`src/rtl/jtopl_eg_cfg_if.sv`:
```
// CPU-side bus of the envelope configuration block: OPL2-style address/data
// write port plus the busy flag that reports a pending commit.
interface jtopl_eg_cfg_if;
   logic       cs_n;
   logic       wr_n;
   logic       a0;
   logic [7:0] din;
   logic       busy;

   modport master (
      output cs_n,
      output wr_n,
      output a0,
      output din,
      input  busy
   );

   modport slave (
      input  cs_n,
      input  wr_n,
      input  a0,
      input  din,
      output busy
   );
endinterface

```
`src/rtl/jtopl_eg_cfg.sv`:
```
// Envelope-configuration register file and slot sequencer. CPU writes are
// buffered and committed on an operator-rate enable so the per-slot stream
// seen by the envelope generator never changes between slots.
module jtopl_eg_cfg #(
   parameter int unsigned SLOTS = 18
) (
   input  logic                clk,
   input  logic                rst,
   input  logic                cenop,
   jtopl_eg_cfg_if.slave       cpu,
   output logic                zero,
   output logic [4:0]          slot,
   output logic                en_sus_I,
   output logic                ksr_I,
   output logic [3:0]          arate_I,
   output logic [3:0]          drate_I,
   output logic [3:0]          rrate_I,
   output logic [3:0]          sl_I,
   output logic                keyon_I
);

   if (SLOTS != 18) begin : g_bad_slots
      $error("jtopl_eg_cfg supports only SLOTS = 18");
   end

   // Channel served by a slot: slots s and s+3 of each group of six pair up.
   function automatic logic [3:0] chan_of(input logic [4:0] s);
      logic [4:0] g;
      logic [4:0] r;
      g = s / 5'd6;
      r = s - g * 5'd6;
      return 4'(g * 5'd3 + r % 5'd3);
   endfunction

   logic             req, req_q, ev_q, a0_q;
   logic [7:0]       din_q, addr_q, buf_addr, buf_dat;
   logic             busy_q, commit, op_valid;
   logic [4:0]       dec_slot, slot_nx;

   logic [SLOTS-1:0][3:0] ar_q, ar_d, dr_q, dr_d, sl_q, sl_d, rr_q, rr_d;
   logic [SLOTS-1:0]      egt_q, egt_d, ksr_q, ksr_d;
   logic [8:0]            keyon_q, keyon_d;

   assign req      = ~cpu.cs_n & ~cpu.wr_n;
   assign cpu.busy = busy_q;
   assign commit   = cenop & busy_q;
   assign op_valid = (buf_addr[2:0] < 3'd6) && (buf_addr[4:3] != 2'b11);
   assign dec_slot = {3'b000, buf_addr[4:3]} * 5'd6 + {2'b00, buf_addr[2:0]};
   assign slot_nx  = (slot == 5'd17) ? 5'd0 : slot + 5'd1;

   // Strobe edge detection: one event per write strobe, with bus values captured alongside.
   always_ff @(posedge clk or negedge rst) begin
      if (!rst) begin
         req_q <= 1'b0;
         ev_q  <= 1'b0;
         a0_q  <= 1'b0;
         din_q <= 8'h00;
      end else begin
         req_q <= req;
         ev_q  <= req & ~req_q;
         a0_q  <= cpu.a0;
         din_q <= cpu.din;
      end
   end

   // Address latch and single-entry write buffer; the first data write wins until commit.
   always_ff @(posedge clk or negedge rst) begin
      if (!rst) begin
         addr_q   <= 8'h00;
         buf_addr <= 8'h00;
         buf_dat  <= 8'h00;
         busy_q   <= 1'b0;
      end else begin
         if (ev_q && !a0_q) addr_q <= din_q;
         if (commit) begin
            busy_q <= 1'b0;
         end else if (ev_q && a0_q && !busy_q) begin
            buf_addr <= addr_q;
            buf_dat  <= din_q;
            busy_q   <= 1'b1;
         end
      end
   end

   // Next storage contents: decode of the buffered write on a commit edge.
   always_comb begin
      ar_d    = ar_q;
      dr_d    = dr_q;
      sl_d    = sl_q;
      rr_d    = rr_q;
      egt_d   = egt_q;
      ksr_d   = ksr_q;
      keyon_d = keyon_q;
      if (commit && op_valid) begin
         case (buf_addr[7:5])
            3'b001: begin
               egt_d[dec_slot] = buf_dat[5];
               ksr_d[dec_slot] = buf_dat[4];
            end
            3'b011: begin
               ar_d[dec_slot] = buf_dat[7:4];
               dr_d[dec_slot] = buf_dat[3:0];
            end
            3'b100: begin
               sl_d[dec_slot] = buf_dat[7:4];
               rr_d[dec_slot] = buf_dat[3:0];
            end
            default: ;
         endcase
      end
      if (commit && buf_addr[7:4] == 4'hB && buf_addr[3:0] <= 4'd8) begin
         keyon_d[buf_addr[3:0]] = buf_dat[5];
      end
   end

   // Storage registers.
   always_ff @(posedge clk or negedge rst) begin
      if (!rst) begin
         ar_q    <= '0;
         dr_q    <= '0;
         sl_q    <= '0;
         rr_q    <= '0;
         egt_q   <= '0;
         ksr_q   <= '0;
         keyon_q <= '0;
      end else begin
         ar_q    <= ar_d;
         dr_q    <= dr_d;
         sl_q    <= sl_d;
         rr_q    <= rr_d;
         egt_q   <= egt_d;
         ksr_q   <= ksr_d;
         keyon_q <= keyon_d;
      end
   end

   // Slot sequencer; outputs read the post-commit contents so a same-edge write is visible.
   always_ff @(posedge clk or negedge rst) begin
      if (!rst) begin
         slot     <= 5'd0;
         zero     <= 1'b1;
         en_sus_I <= 1'b0;
         ksr_I    <= 1'b0;
         arate_I  <= 4'h0;
         drate_I  <= 4'h0;
         rrate_I  <= 4'h0;
         sl_I     <= 4'h0;
         keyon_I  <= 1'b0;
      end else if (cenop) begin
         slot     <= slot_nx;
         zero     <= (slot_nx == 5'd0);
         en_sus_I <= egt_d[slot_nx];
         ksr_I    <= ksr_d[slot_nx];
         arate_I  <= ar_d[slot_nx];
         drate_I  <= dr_d[slot_nx];
         rrate_I  <= rr_d[slot_nx];
         sl_I     <= sl_d[slot_nx];
         keyon_I  <= keyon_d[chan_of(slot_nx)];
      end
   end

endmodule

```
`src/flat_wrapper.sv`:
```
// flat-port wrapper written by rule: the top's interface ports become plain ports
module jtopl_eg_cfg_flat 
#(
   parameter int unsigned SLOTS = 18
)
  (clk, rst, cenop, zero, slot, en_sus_I, ksr_I, arate_I, drate_I, rrate_I, sl_I, keyon_I, cpu_cs_n, cpu_wr_n, cpu_a0, cpu_din, cpu_busy);
  jtopl_eg_cfg_if cpu_i ();
  input  logic clk;
  input  logic rst;
  input  logic cenop;
  output logic zero;
  output logic [4:0] slot;
  output logic en_sus_I;
  output logic ksr_I;
  output logic [3:0] arate_I;
  output logic [3:0] drate_I;
  output logic [3:0] rrate_I;
  output logic [3:0] sl_I;
  output logic keyon_I;
  input wire logic [$bits(cpu_i.cs_n)-1:0] cpu_cs_n;
  input wire logic [$bits(cpu_i.wr_n)-1:0] cpu_wr_n;
  input wire logic [$bits(cpu_i.a0)-1:0] cpu_a0;
  input wire logic [$bits(cpu_i.din)-1:0] cpu_din;
  output wire logic [$bits(cpu_i.busy)-1:0] cpu_busy;
  assign cpu_i.cs_n = cpu_cs_n;
  assign cpu_i.wr_n = cpu_wr_n;
  assign cpu_i.a0 = cpu_a0;
  assign cpu_i.din = cpu_din;
  assign cpu_busy = cpu_i.busy;
  jtopl_eg_cfg #(.SLOTS(SLOTS)) u_core (.clk(clk), .rst(rst), .cenop(cenop), .cpu(cpu_i), .zero(zero), .slot(slot), .en_sus_I(en_sus_I), .ksr_I(ksr_I), .arate_I(arate_I), .drate_I(drate_I), .rrate_I(rrate_I), .sl_I(sl_I), .keyon_I(keyon_I));
endmodule
```
`config.mk`:
```
export PLATFORM = sky130hd
export DESIGN_NAME = jtopl_eg_cfg_flat
export DESIGN_NICKNAME = d
export VERILOG_FILES = /design/src/rtl/jtopl_eg_cfg_if.sv /design/src/rtl/jtopl_eg_cfg.sv /design/src/flat_wrapper.sv
export SDC_FILE = /design/constraint.sdc
export NUM_CORES = 1
export LEC_CHECK = 0
export ABC_AREA = 1
export CELL_PAD_IN_SITES_DETAIL_PLACEMENT = 1
export CELL_PAD_IN_SITES_GLOBAL_PLACEMENT = 2
export CORE_MARGIN = 2
export CORE_UTILIZATION = 35
export DETAILED_ROUTE_END_ITERATION = 10
export GPL_TIMING_DRIVEN = 0
export HOLD_SLACK_MARGIN = 0.05
export PLACE_DENSITY_LB_ADDON = 0.1
export SLEW_MARGIN = 5
export SYNTH_ARGS = -nofsm -noshare
export SYNTH_HDL_FRONTEND = slang
export SYNTH_SLANG_ARGS = --single-unit
```
`constraint.sdc`:
```
create_clock -name clk -period 7 [get_ports clk]
set_clock_uncertainty 0.1 [all_clocks]
set_input_delay 1.4 -clock clk [delete_from_list [all_inputs] [get_ports clk]]
set_output_delay 1.4 -clock clk [all_outputs]
set_load 0.01 [all_outputs]
```
==> flow_summary_export.csv, run 1 <==
group,metric,value,unit
status,status,"completed",
synth,netlist_area,19100,um2
route,first_iter_violations,1651,
global_routing,grt_max_degree,106,
route,wirelength,97100,um
critical_path,crit_arrival,7.36,ns
sta,setup_tns,0,ns
hold_path,hp-class,"reg -> reg",
clock_network,cts_buffers,48,
clock_network,h-tree-depth,2,
hold_path,min_to,"u_core.ev_q",
synth,synth_cell_type_count,50,
sta,maxClockFrequency,143,MHz
die,fp.dieArea,56500,um2
critical_path,reg2reg_depth,47,
final_layout,nFillCells,6314,
critical_path,cp.required,7.38,ns
sta,period_share,0.997,
global_routing,grt_pass1_wl,139000,um
sta,setup_viol,0,
final_layout,syn2layout_area_growth,18.5,%
clock_network,clk_pin_slew,0.06,ns
final_layout,layout.cells.non_filler,3101,
die,core,53900,um2
synth,syn-num-nets,2282,
clock_network,clock-root-buffer,"clkbuf_16",
route,post_drt_wl_per_cell,31.3,um
critical_path,path_buf_inv,11,
final_layout,layout-drive-gt1-share,0.119,
route,drc,0,
synth,synth_top_area_frac,0.515,
critical_path,critPathCaptureType,"register",
die,rows,85,
clock_network,clockBufferDepth,3,
critical_path,r2r_setup_slack,0.02,ns
clock_network,cts_tree,"built",
global_routing,grt_usage,0.345,
placement,gp_congestion,0.960,
die,die_h,238,um
route,vias,18606,
critical_path,crit_path_start_kind,"register",
critical_path,cpMostUsedCell,"nand2_4",
synth,ys_async_sr_fraction,1.00,
final_layout,final_core_util,0.420,
placement,place_hpwl,68600,um
critical_path,worstReg2RegStart,"u_core.slot[0]",
die,pin_count,40,
run,drv_cap,0,
final_layout,final_nets,2406,
route,via_per_inst,6.00,
critical_path,crit_start,"u_core.slot[0]",
sta,fin_crit,6.98,ns
clock_network,cts_num_sinks,394,
synth,syn_inst,2245,
synth,synth_top_area_cell,"dfrtp_1",
sta,maxSlewHeadroom,0.0425,
die,start_util,0.354,
critical_path,critPathMaxStageDelay,0.65,ns
global_routing,grt_pass1_vias,19604,
synth,synthFlopType,"dfrtp_1",
clock_network,insertion_delay,0.60,ns
synth,synth_area_per_cell,8.51,um2
synth,yosysSeqAreaShare,0.516,
hold_path,min_from,"u_core.req_q",
synth,yosys_register_bits,394,
sta,hold_viol,0,
hold_path,hold_depth,1,
sta,rsz0062_at_grt,"true",
synth,synth_edf_count,0,
sta,slew_violations,0,
synth,yosys-top-cells-area,"dfrtp_1 (51%), o21ai_0 (15%), nand2_1 (6.9%)",
synth,ys_warn_count,0,
die,dieWidth,238,um
critical_path,rr_endpoint,"u_core.keyon_I",
synth,synth_commonest_cells,"o21ai_0 (585), dfrtp_1 (393), nand2_1 (350), clkbuf_1 (130), nor2_1 (128)",
placement,io_buffers,39,
critical_path,timing_worst_setup_path_type,"reg -> reg",
route,drtAntennaViolNets,0,
global_routing,gr-total-overflow,0,
critical_path,cp_max_fo,5,
sta,tightestPinTransition,1.44,ns
critical_path,cp_top_family,"adder cells",
placement,dp_cells,2984,
synth,synth_most_common_cell,"o21ai_0",
global_routing,antenna_found_initial,2,
critical_path,critPathSlowestCell,"fa_2",
route,dr.pass1.iters,5,
cell families (layout without fill, tap and decap cells):
group / Yosys count / in the layout / synth area share
flops: 394 / 394 / 0.516
buf+inv: 294 / 451 / 0.0610
xor+xnor: 8 / 8 / 0.00445
mux: 8 / 8 / 0.00465
fa+ha+maj: 23 / 23 / 0.0174
simple gates: 613 / 613 / 0.143
other cells: 0 / 3 / 0
compound gates: 905 / 905 / 0.254
cell type report:
| type | instances | area [um2] | share of cell area |
|---|---|---|---|
| clock buffers | 74 | 1450 | 0.0640 |
| diodes | 3 | 7.51 | 0.000331 |
| clock inverters | 9 | 48.8 | 0.00215 |
| flip-flops and latches | 394 | 9860 | 0.436 |
| repair buffers | 75 | 746 | 0.0329 |
| inverters | 132 | 520 | 0.0230 |
| multi-input cells | 1557 | 8470 | 0.374 |
| plain buffers | 161 | 676 | 0.0298 |
| well taps | 696 | 871 | 0.0384 |
worst max-delay path by stage:
stage                     endpoint  slack [ns]  cells after the start
global route        u_core.keyon_I       -0.31                     48
floorplan           u_core.keyon_I       0.005                     50
CTS                 u_core.keyon_I       -0.03                     51
finish              u_core.keyon_I        0.02                     47
global placement    u_core.slot[0]      -15.61                      1
detailed placement  u_core.keyon_I       -1.58                     44
cell usage in the layout, fill, tap and decap left out, types with 36 or more instances in the layout:
cell type / Yosys / final
nor2_1: 128 / 123
o22ai_1: 36 / 36
dfrtp_1: 393 / 390
clkbuf_1: 130 / 139
clkdlybuf4s50_1: 0 / 38
clkbuf_16: 0 / 49
nand2_1: 350 / 336
o21ai_1: 103 / 103
o211ai_1: 75 / 75
a21oi_1: 80 / 76
nand3_1: 65 / 57
o21ai_0: 585 / 583
inv_1: 110 / 100
worst register-to-register path, delay by kind of cell (launching register included):
family,cells,cell delay (ns)
compound gates,5,0.86
simple gates,23,2.06
fa+ha+maj,8,2.47
flops,1,0.47
buf+inv,11,0.91
through the flow:
| stage | cell area (um2) | hold WS [ns] | setup slack (ns) |
|---|---|---|---|
| floorplan | 19100 | 0.278 | 0.00500 |
| global placement | 20400 | 0.286 | -15.61 |
| detailed placement | 20500 | 0.290 | -1.58 |
| CTS | 22500 | 0.297 | -0.0349 |
| global route | 22600 | 0.334 | -0.311 |
| finish | 22700 | 0.297 | 0.0205 |
flip-flops by register name, indices dropped and copies added (netlist names), 4 cells and up:
name and count:
u_core.buf_addr 8, u_core.ar_q 72, u_core.addr_q 8, u_core.drate_I 4, u_core.rrate_I 4, u_core.din_q 8
u_core.sl_I 4, u_core.ksr_q 18, u_core.arate_I 4, u_core.dr_q 72, u_core.rr_q 72, u_core.slot 5
u_core.egt_q 18, u_core.sl_q 72, u_core.buf_dat 8, u_core.keyon_q 9
metal layers:
layer	wire, um	vias up	global-route usage	share of wire
li1	-	7985	-	-
met1	40400	9630	0.447	0.42
met2	45100	740	0.562	0.47
met4	4880	4	0.160	0.050
met5	26	-	0	0.00027
met3	6640	247	0.0619	0.068
what timing repair did:
item,4_1_cts,5_1_grt
resized for setup,76,29
setup buffers,25,8
hold endpoints to repair,0,0
endpoints found under the setup margin,1,1
hold buffers,0,0
pin swaps,33,40
Power of run 1 is not shown: default switching activity piles up to over one toggle a cycle in this logic, so the estimate is an artifact.
==> run 2, diff against run 1 <==
CORE_ASPECT_RATIO = 1.75   (was default)
==> run 2 against run 1 <==
The run now ends with setup timing left. First-iteration DRC count rose by 0.36%. Die area rose by 0.13%. Count of clock-buffer cells in the layout fell by 10. Worst hold slack improved by 0.0038 ns. Global-route usage rose by 1.4 points. Routed wire length rose by 6.1%. Final cell count barely moved. Maximum frequency fell by 0.79%. Setup slack got worse by 0.056 ns. Register-to-register slack got worse by 0.06 ns. Sequential cell count did not move.
==> flow_summary_export.csv, run 2 (same netlist as run 1, synthesis figures left out) <==
group,metric,value,unit
sta,setup_slack,-0.0353,ns
clock_network,insertion_delay,0.58,ns
sta,period_share,1.01,
placement,io_buffers,39,
critical_path,crit_path_start_kind,"register",
sta,setup_viol,1,
global_routing,gr-total-overflow,0,
die,rows,113,
critical_path,cp_top_family,"buffers and inverters",
placement,place_ws,-1.87,ns
final_layout,final_nets,2416,
route,post_drt_wl_per_cell,33.2,um
sta,hold_viol,0,
global_routing,grt_usage,0.359,
die,pin_count,40,
route,drtAntennaViolNets,0,
placement,place_hpwl,74400,um
clock_network,clockBufferDepth,3,
route,first_iter_violations,1657,
die,dieWidth,181,um
critical_path,cp.required,7.35,ns
die,start_util,0.353,
final_layout,final_common_cell,"o21ai_0",
global_routing,antenna_found_initial,3,
die,die_h,313,um
sta,slew_violations,0,
critical_path,timing_worst_setup_path_type,"reg -> reg",
route,dr.pass1.iters,5,
route,drc,0,
sta,maxClockFrequency,142,MHz
critical_path,critPathCaptureType,"register",
final_layout,syn2layout_area_growth,18.6,%
route,via_per_inst,6.09,
sta,rsz0062_at_grt,"true",
clock_network,cts_buffers,41,
critical_path,critPathMaxStageDelay,0.72,ns
critical_path,cpMostUsedCell,"nand2_4",
global_routing,grt_max_degree,110,
final_layout,layout-drive-gt1-share,0.123,
final_layout,layout_common_cells,"o21ai_0 (582), dfrtp_1 (391), nand2_1 (332)",
sta,fin_crit,7.04,ns
clock_network,clock-root-buffer,"clkbuf_16",
critical_path,reg2reg_depth,46,
critical_path,r2r_setup_slack,-0.04,ns
critical_path,crit_start,"u_core.slot[0]",
critical_path,path_buf_inv,12,
sta,setup_tns,-0.0353,ns
critical_path,crit_arrival,7.38,ns
clock_network,clk_pin_slew,0.06,ns
status,violations,"setup timing",
placement,gp_congestion,1.01,
hold_path,hp-class,"reg -> reg",
route,vias,18904,
critical_path,endpoint,"u_core.keyon_I",
status,status,"finished with violations",
critical_path,worstReg2RegStart,"u_core.slot[0]",
critical_path,path_depth,46,
run,drv_cap,0,
sta,maxSlewHeadroom,0.0194,
clock_network,cts_tree,"built",
sta,fin_hold_ws,0.301,ns
critical_path,cp_max_fo,10,
die,core,54200,um2
global_routing,grt_pass1_vias,20337,
route,wirelength,103000,um
clock_network,hold_buffers,0,
global_routing,grt_pass1_wl,145000,um
die,fp.dieArea,56500,um2
critical_path,critPathSlowestCell,"buf_1",
clock_network,h-tree-depth,2,
clock_network,cts_num_sinks,394,
critical_path,rr_endpoint,"u_core.keyon_I",
sta,tightestPinTransition,1.47,ns
## run 2: cell types whose count changed in the layout (fill, tap and decap cells not counted), sizes merged
cell           delta
buf              +18
clkbuf           -10
clkinv            -4
bufinv            +2
clkdlybuf4s15     -1
clkinvlp          +1
inv               +1
## run 2: worst min path at each step
| stage | startpoint | end | slack (ns) | cells past startpoint |
|---|---|---|---|---|
| floorplan | u_core.req_q | u_core.ev_q | 0.28 | 1 |
| global placement | u_core.req_q | u_core.ev_q | 0.29 | 1 |
| detailed placement | u_core.req_q | u_core.ev_q | 0.30 | 1 |
| CTS | u_core.req_q | u_core.ev_q | 0.31 | 1 |
| global route | u_core.req_q | u_core.ev_q | 0.31 | 1 |
| finish | u_core.req_q | u_core.ev_q | 0.30 | 1 |
## run 2: timing repair
item	4_1_cts	5_1_grt
gates resized for setup	87	28
endpoints found under the setup margin	1	1
pin swaps	41	42
buffers inserted	28	23
## run 2: layout make-up
class | count | area [um2]
fill | 6436 | 31500
sequential | 394 | 9860
multi-input combinational | 1557 | 8510
clock buffer | 64 | 1260
timing repair buffer | 92 | 865
tap | 690 | 863
buffer | 161 | 671
inverter | 132 | 523
clock inverter | 9 | 98.8
antenna | 3 | 7.51
## run 2: layer usage
| layer | vias up | routed length [um] | GRT usage |
|---|---|---|---|
| met4 | 2 | 11300 | 0.333 |
| li1 | 8001 | - | - |
| met1 | 9603 | 35600 | 0.381 |
| met3 | 445 | 5870 | 0.0559 |
| met5 | - | 18 | 0 |
| met2 | 853 | 50200 | 0.609 |
## run 2: through the flow
step                      utilization  instance area (um2)  cells
after floorplan                     -                19100   2245
after global placement          0.376                20400   2974
after detailed placement        0.378                20500   2977
after CTS                       0.413                22400   3077
after global routing            0.418                22700   3099
final                           0.418                22700   3102
Power of run 2 is left out for the same reason.
